<file path="config.mk">
export PLATFORM = sky130hd
export DESIGN_NAME = otter_lsu
export DESIGN_NICKNAME = d
export VERILOG_FILES = /design/src/rtl/otter_lsu.sv
export SDC_FILE = /design/constraint.sdc
export NUM_CORES = 1
export LEC_CHECK = 0
export BUFFER_PORTS_ARGS = -buffer_cell sky130_fd_sc_hd__buf_2
export CORE_MARGIN = 10
export CORE_UTILIZATION = 48
export DETAILED_ROUTE_END_ITERATION = 16
export PLACE_DENSITY = 0.85
export SETUP_SLACK_MARGIN = 0.3
export SLEW_MARGIN = 20
export SYNTH_ARGS = -nofsm -noshare
export SYNTH_HDL_FRONTEND = slang
export SYNTH_SLANG_ARGS = --single-unit
</file>
<file path="constraint.sdc">
create_clock -name clk_i -period 4.9 [get_ports clk_i]
set_input_delay 0.735 -clock clk_i [delete_from_list [all_inputs] [get_ports clk_i]]
set_output_delay 0.735 -clock clk_i [all_outputs]
set_load 0.03 [all_outputs]
</file>
<file path="src/rtl/otter_lsu.sv">
// Load/store initiator for the OTTER BRAM data port: one request at a time,
// registered memory strobes held for a single access cycle, faulting bad requests early.
module otter_lsu #(
  parameter logic [31:0] MEM_BYTES = 32'h0000_4000,
  parameter logic [31:0] IO_BASE   = 32'h0001_0000
) (
  input  logic        clk_i,
  input  logic        rst_i,
  input  logic        req_valid_i,
  output logic        req_ready_o,
  input  logic        req_we_i,
  input  logic [31:0] req_addr_i,
  input  logic [31:0] req_wdata_i,
  input  logic [1:0]  req_size_i,
  input  logic        req_sign_i,
  output logic        resp_valid_o,
  input  logic        resp_ready_i,
  output logic [31:0] resp_rdata_o,
  output logic        resp_fault_o,
  output logic        resp_io_o,
  output logic        mem_rden2_o,
  output logic        mem_we2_o,
  output logic [31:0] mem_addr2_o,
  output logic [31:0] mem_din2_o,
  output logic [1:0]  mem_size_o,
  output logic        mem_sign_o,
  input  logic [31:0] mem_dout2_i
);

  typedef enum logic [1:0] {IDLE, ACCESS, RESP} state_t;

  state_t      state_q, state_d;
  logic [31:0] addr_q, addr_d;
  logic [31:0] din_q, din_d;
  logic [1:0]  size_q, size_d;
  logic        sign_q, sign_d;
  logic        we_q, we_d;
  logic        rden_q, rden_d;
  logic [31:0] rdata_q, rdata_d;
  logic        fault_q, fault_d;
  logic        io_q, io_d;

  logic accept;
  logic misaligned;
  logic unmapped;

  always_ff @(posedge clk_i or posedge rst_i) begin
    if (rst_i) begin
      state_q <= IDLE;
      addr_q  <= '0;
      din_q   <= '0;
      size_q  <= '0;
      sign_q  <= 1'b0;
      we_q    <= 1'b0;
      rden_q  <= 1'b0;
      rdata_q <= '0;
      fault_q <= 1'b0;
      io_q    <= 1'b0;
    end else begin
      state_q <= state_d;
      addr_q  <= addr_d;
      din_q   <= din_d;
      size_q  <= size_d;
      sign_q  <= sign_d;
      we_q    <= we_d;
      rden_q  <= rden_d;
      rdata_q <= rdata_d;
      fault_q <= fault_d;
      io_q    <= io_d;
    end
  end

  always_comb begin
    misaligned = (req_size_i == 2'd3) ||
                 (req_size_i == 2'd1 && req_addr_i[0]) ||
                 (req_size_i == 2'd2 && req_addr_i[1:0] != 2'b00);
    unmapped   = (req_addr_i >= MEM_BYTES) && (req_addr_i < IO_BASE);
  end

  always_comb begin
    state_d = state_q;
    addr_d  = addr_q;
    din_d   = din_q;
    size_d  = size_q;
    sign_d  = sign_q;
    we_d    = we_q;
    rden_d  = rden_q;
    rdata_d = rdata_q;
    fault_d = fault_q;
    io_d    = io_q;

    req_ready_o = (state_q == IDLE) || (state_q == RESP && resp_ready_i);
    accept      = req_valid_i && req_ready_o;

    case (state_q)
      ACCESS: begin
        rdata_d = we_q ? 32'h0 : mem_dout2_i;
        we_d    = 1'b0;
        rden_d  = 1'b0;
        state_d = RESP;
      end
      RESP: begin
        if (resp_ready_i) state_d = IDLE;
      end
      default: state_d = IDLE;
    endcase

    // A new request may be taken in the same edge that retires a response.
    if (accept) begin
      rdata_d = 32'h0;
      if (misaligned || unmapped) begin
        state_d = RESP;
        fault_d = 1'b1;
        io_d    = 1'b0;
        we_d    = 1'b0;
        rden_d  = 1'b0;
      end else begin
        state_d = ACCESS;
        fault_d = 1'b0;
        io_d    = (req_addr_i >= IO_BASE);
        addr_d  = req_addr_i;
        din_d   = req_wdata_i;
        size_d  = req_size_i;
        sign_d  = req_sign_i;
        we_d    = req_we_i;
        rden_d  = ~req_we_i;
      end
    end
  end

  assign resp_valid_o = (state_q == RESP);
  assign resp_rdata_o = rdata_q;
  assign resp_fault_o = fault_q;
  assign resp_io_o    = io_q;
  assign mem_rden2_o  = rden_q;
  assign mem_we2_o    = we_q;
  assign mem_addr2_o  = addr_q;
  assign mem_din2_o   = din_q;
  assign mem_size_o   = size_q;
  assign mem_sign_o   = sign_q;

endmodule

</file>
==> impl_results.md, run 1 <==
* Fin. max-slew vios at 0
* CP Data Arrival Time at roughly 2700 ps
* CTS Root Buffer Type: clkbuf_8
* Via count at roughly 2.9k
* Power density cells at 525 nW/um^2
* DRC violation count after routing at 0
* CTS tree: built
* Setup TNS at 0 ps
* Die area at approximately 12,000 um^2
* Cell variety after synth at 23
* Setup violations, final at 0
* First-pass GRT wire length at approximately 17,000 um
* Hold WC Path Type: in -> async
* Synth-to-Final Area Change at 35.0%
* Initial core utilization at 0.488
* Worst-path clk slew at roughly 110 ps
* Switching Power at about 1100 uW
* Startpoint types: input port
* Seq/Total Area, Yosys at 0.665
* Post-CTS Hold Fix Bufs at 0
* Reg2Reg Launch Point: state_q[0]
* # rows at 33
* Commonest cells post-synth: dfrtp_1, mux2_2, a22o_1
* Worst Tran Pin Value at ~850 ps
* Ratio of final minimum period to clock period at 0.507
* H-tree depth at 3
* Chip Width at 111 um
* Drt via density at a little over 5
* DP HPWL at between 8000 and 9000 um
* Pre-antenna DRT Iters at 4
* DIE HEIGHT at roughly 110 um
* IO buf count at 208
* Slowest-stage cell, CP: a21oi_4
* FF+latch count, synth at 105
* Synth top area cells: dfrtp_1, mux2_2, a22o_1
* WL/cell at just under 20 um
* Ys Warns at 0
* Largest net degree at the start of global routing at 59
* Top-count cell post-synth: dfrtp_1
* Synth Net Count at approximately 360
* CP Cell Sequence: buf_2 -> nor3_1 -> o211ai_1 -> a21oi_4 -> buf_12 -> mux2_2
* Crit-path max FO at 45
* Clock sinks at approximately 110
* Clk pwr share at 0.217
* Remaining Overflow, GRT at 0
* RSZ-0062 raised after global routing: false
* Syn Area/Cell at between 15 and 20 um^2
* Top_reg_cell synth: dfrtp_1
* CP Capture Type: flop
* Layout cell share with drive strength beyond 1 at 0.639
* Design Area, Final at 5330 um^2
* Leak at approximately 0.0028 uW
* Tmin final at approximately 2500 ps
* Post-synth top area cell: dfrtp_1
* Post-synthesis instance total at around 250
* Number of global-route vias before repair at 3,217
* Initial detailed-routing violation count at between 100 and 150
* Initial antenna violation count at 0
* Diodes inserted at 0
* EDFF count, synth at 0
* Final wirelength at ~11,000 um
* GRT Overall Usage at 0.175
* Worst-case reg-to-reg path depth at 5
* Comb power frac at 0.361
* Sw Share at 0.386
* Data required time of the worst path at 5130 ps
* Num CTS Buffers at 9
* Reg2reg end: mem_addr2_o[4]
* Core area at around 8000 um^2
* Max-cap violations at 0
* Post-Syn Area at 3950 um^2
* Critical path's largest stage delay at between 600 and 700 ps
* Postcts setup bufs at 0
* Clk_skew at approximately 12 ps
* Gp weighted congestion at 0.809
* Maximum vdd drop at just over 0.3 mV
* Status: finished, final reports clean
* Post-DRT Antenna Nets at 0
* Setup Crit Path Kind: in -> reg
* Internal reg-to-reg setup slack at between 2000 and 3000 ps
* Clock tree buffer depth at 2
* Async set or reset register ratio after synthesis at 1.00
* Synth top area share at 0.665
* I/O pin count at roughly 210
* Share of power burned in registers at 0.421
* Clk_lat worst skew at between 300 and 400 ps
* Cell Area, Placed at roughly 5000 um^2
* Fmax at 402 MHz
* CTS resizes at 0
* Nets at ~560
* P_int at around 1700 uW
* Relative slew slack at 0.435
* Hold Fails Final Rpt at 0
==> how the worst max path moves through the flow <==
stage                             start              end  slack [ps]  cells after the start
after floorplan                   rst_i   mem_addr2_o[0]        1400                      1
after global placement    req_size_i[0]   mem_din2_o[22]        2090                      6
after detailed placement  req_size_i[0]   mem_din2_o[17]        2020                      6
after CTS                 req_size_i[0]  mem_addr2_o[31]        2410                      6
after global routing      req_addr_i[0]   mem_addr2_o[4]        2300                      6
final                     req_size_i[0]   mem_addr2_o[4]        2410                      6
==> area by class of cell <==
type	instances	area, um^2
clock buffers	9	124
clock inverters	7	110
fillers	645	2760
inverters	3	13.8
multi-input cells	130	1250
flip-flops and latches	105	2630
well taps	105	131
repair buffers	211	1080
==> kinds of logic (layout without fill, tap and decap cells) <==
logic type / Yosys count / in the layout / synth area share
flops: 105 / 105 / 0.665
mux: 65 / 65 / 0.191
compound gates: 45 / 45 / 0.0944
simple gates: 20 / 20 / 0.0263
buf+inv: 17 / 230 / 0.0228
==> critical path: cells and delay by family <==
kind	cells	cell delay (ps)
buffers and inverters	2	440
and+or+nand+nor	1	250
AOI/OAI and AO/OA	2	890
muxes	1	370
==> placed cells by master (no fill, tap or decap), types with 2 or more instances in the layout <==
| cell | Yosys | final |
|---|---|---|
| nor2b_1 | 2 | 2 |
| bufinv_16 | 0 | 2 |
| inv_1 | 3 | 2 |
| mux2_2 | 59 | 59 |
| buf_4 | 0 | 2 |
| a22o_1 | 34 | 34 |
| nand2_1 | 2 | 2 |
| inv_8 | 0 | 3 |
| nor2_1 | 7 | 6 |
| a21oi_1 | 5 | 4 |
| mux2_4 | 6 | 6 |
| buf_2 | 9 | 208 |
| a2bb2oi_1 | 2 | 2 |
| dfrtp_1 | 105 | 105 |
| nor4_1 | 4 | 4 |
| clkbuf_8 | 0 | 9 |
==> registers in the layout (all words and copies together), names as in the netlist, 2 cells and up <==
name / flops
resp_rdata_o: 32
mem_din2_o: 32
mem_addr2_o: 32
state_q: 2
mem_size_o: 2
==> per-stage QoR <==
stage | hold WS, ps | util | power, uW | cells | setup slack [ps]
after CTS | 498 | 0.659 | 2840 | 570 | 2410
after detailed placement | 481 | 0.630 | 2230 | 554 | 2020
after global routing | 520 | 0.659 | 2940 | 570 | 2300
after floorplan | 558 | - | 1870 | 252 | 1400
final | 487 | 0.659 | 2800 | 570 | 2410
after global placement | 466 | 0.629 | 2190 | 554 | 2090
==> per-layer routing <==
layer  GRT usage  routed length (um)
met2       0.306                5790
met1       0.186                4120
met3      0.0774                 936
met5           0                   0
met4      0.0538                 160
==> power groups by stage <==
stage | Sequential [uW] | Clock (uW) | Combinational [uW]
floorplan | 1600 | 0 | 265
global placement | 1180 | 0 | 1010
detailed placement | 1200 | 0 | 1030
CTS | 1180 | 624 | 1030
global route | 1210 | 664 | 1070
finish | 1180 | 608 | 1010
(Power assumes the default switching activity.)
==> inputs of run 2 (changes only) <==
CORE_UTILIZATION = 40   (was 48)
PLACE_DENSITY = 0.75   (was 0.85)
clock period = 2.05 ns   (was 4.9 ns; I/O delays follow)
==> run 2 against run 1 <==
  * Cell area increased by 3.3%
  * Hold slack lost 420 ps
  * Final cell count rose by 6.8%
  * Critical endpoint is now mem_addr2_o[25]
  * Largest power group unchanged
==> impl_results.md, run 2 (synthesis gave the netlist of run 1 again) <==
* Synth-to-Final Area Change at 39.4%
* DP HPWL at between 8000 and 9000 um
* Fin. max-slew vios at 0
* Gp weighted congestion at around 0.76
* Number of buffers and inverters on the critical path at 2
* Power density cells at 1190 nW/um^2
* Clock tree buffer depth at 2
* Critical path's largest stage delay at about 430 ps
* Diodes inserted at 0
* Num CTS Buffers at 9
* Status: finished, final reports clean
* Die area at 14,200 um^2
* H-tree depth at 3
* Setup violations, final at 0
* Clock sinks at 105
* Tmin final at approximately 1700 ps
* Fmax at roughly 600 MHz
* Maximum vdd drop at 0.457 mV
* Largest net degree at the start of global routing at roughly 110
* Max-cap violations at 0
* Reg2Reg Launch Point: state_q[0]
* Leak at around 0.0028 uW
* I/O pin count at ~210
* Data required time of the worst path at between 2000 and 2500 ps
* Setup TNS at 0 ps
* Worst Tran Pin Value at approximately 570 ps
* Startpoint types: flop
* Initial detailed-routing violation count at 176
* CP Capture Type: flop
* WL/cell at roughly 18 um
* CP Cell Sequence: nor2b_4 -> o211ai_1 -> a21oi_4 -> buf_4 -> buf_12 -> mux2_2
* Setup Crit Path Kind: reg -> reg
* Final wirelength at between 10,000 and 15,000 um
* Layout cell share with drive strength beyond 1 at 0.647
* Nets at around 580
* Ratio of final minimum period to clock period at 0.830
* CTS Root Buffer Type: clkbuf_8
* Relative slew slack at 0.621
* Worst-path clk slew at around 90 ps
* Hold Fails Final Rpt at 0
* GRT Overall Usage at 0.153
* RSZ-0062 raised after global routing: true
* Layout Utilization at 0.569
* Post-CTS Hold Fix Bufs at 0
* DRC violation count after routing at 0
* Most frequent cells in the layout: buf_2, dfrtp_1, mux2_2, a22o_1, clkbuf_8
* Initial antenna violation count at 0
* IO buf count at between 200 and 250
* Design Power at 6530 uW
* Clk_skew at 7.00 ps
* First-pass GRT wire length at roughly 17,000 um
* Hold WC Path Type: in -> async
* # rows at 36
* CTS tree: built
* Pre-antenna DRT Iters at 4
* CP Data Arrival Time at 1940 ps
* Number of global-route vias before repair at ~3.2k
* DIE HEIGHT at 119 um
* Remaining Overflow, GRT at 0
* Fin cells at just over 600
* Via count at roughly 3k
* Drt via density at around 4.9
* Initial core utilization at 0.408
* Chip Width at 119 um
* Slowest-stage cell, CP: dfrtp_2
* Clk_lat worst skew at 360 ps
* Fill count at approximately 820
* Crit-path max FO at 14
* Placed Cells at 585
* Commonest non-fill, non-tap cell in the layout: buf_2
* CP delay by family, top: flip-flops
* Core area at between 9000 and 10,000 um^2
* Crit. Startpoint: state_q[0]
* Post-DRT Antenna Nets at 0
run 2: where the power goes:
group	switching [uW]	internal [uW]	total, uW
logic	1600	884	2480
clock network	651	597	1250
registers	240	2560	2800
run 2: worst paths after layout:
check | to | slack (ps) | depth (start not counted)
max | mem_addr2_o[25] | 350 | 6
min | mem_addr2_o[10] | 60 | 3
max reg2reg | mem_addr2_o[25] | 350 | 6
min reg2reg | resp_io_o | 490 | 1
max in group asynchronous | mem_din2_o[7] | 1520 | 3
min in group clk_i | resp_rdata_o[5] | 150 | 2
run 2: per-layer routing:
layer  track usage  vias to the layer above  part of all wire
met1         0.167                     1483              0.37
met2         0.259                      116              0.52
met5             0                        -                 0
met3        0.0666                       17             0.094
li1              -                     1366                 -
met4        0.0588                        0             0.021
run 2: cell type report:
type	instances	area (um^2)	area share
Sequential cell	105	2630	0.477
Multi-Input combinational cell	130	1260	0.229
Timing Repair Buffer	222	1250	0.227
Tap cell	133	166	0.0302
Clock buffer	13	149	0.0270
Clock inverter	3	40.0	0.00727
Inverter	3	15.0	0.00273
run 2: timing repair:
action	in CTS	in global routing
buffers inserted	4	1
setup endpoints to repair	65	48
pin swaps	1	1
gates cloned	3	0
gates resized for setup	7	4
run 2: worst register-to-register path, delay by kind of cell, from the launching register on:
family / cells / cell delay [ps]
and+or+nand+nor: 1 / 130
DFF: 1 / 430
AOI/OAI and AO/OA: 2 / 340
muxes: 1 / 350
buffers and inverters: 2 / 320
run 2: metrics by stage:
| stage | worst slack (ps) | area [um^2] | hold slack, ps |
|---|---|---|---|
| final | 349 | 5510 | 62.1 |
| after global placement | 151 | 5160 | 464 |
| after global routing | 286 | 5510 | 101 |
| after CTS | 267 | 5490 | 117 |
| after detailed placement | 113 | 5160 | 473 |
| after floorplan | 418 | 3950 | 440 |
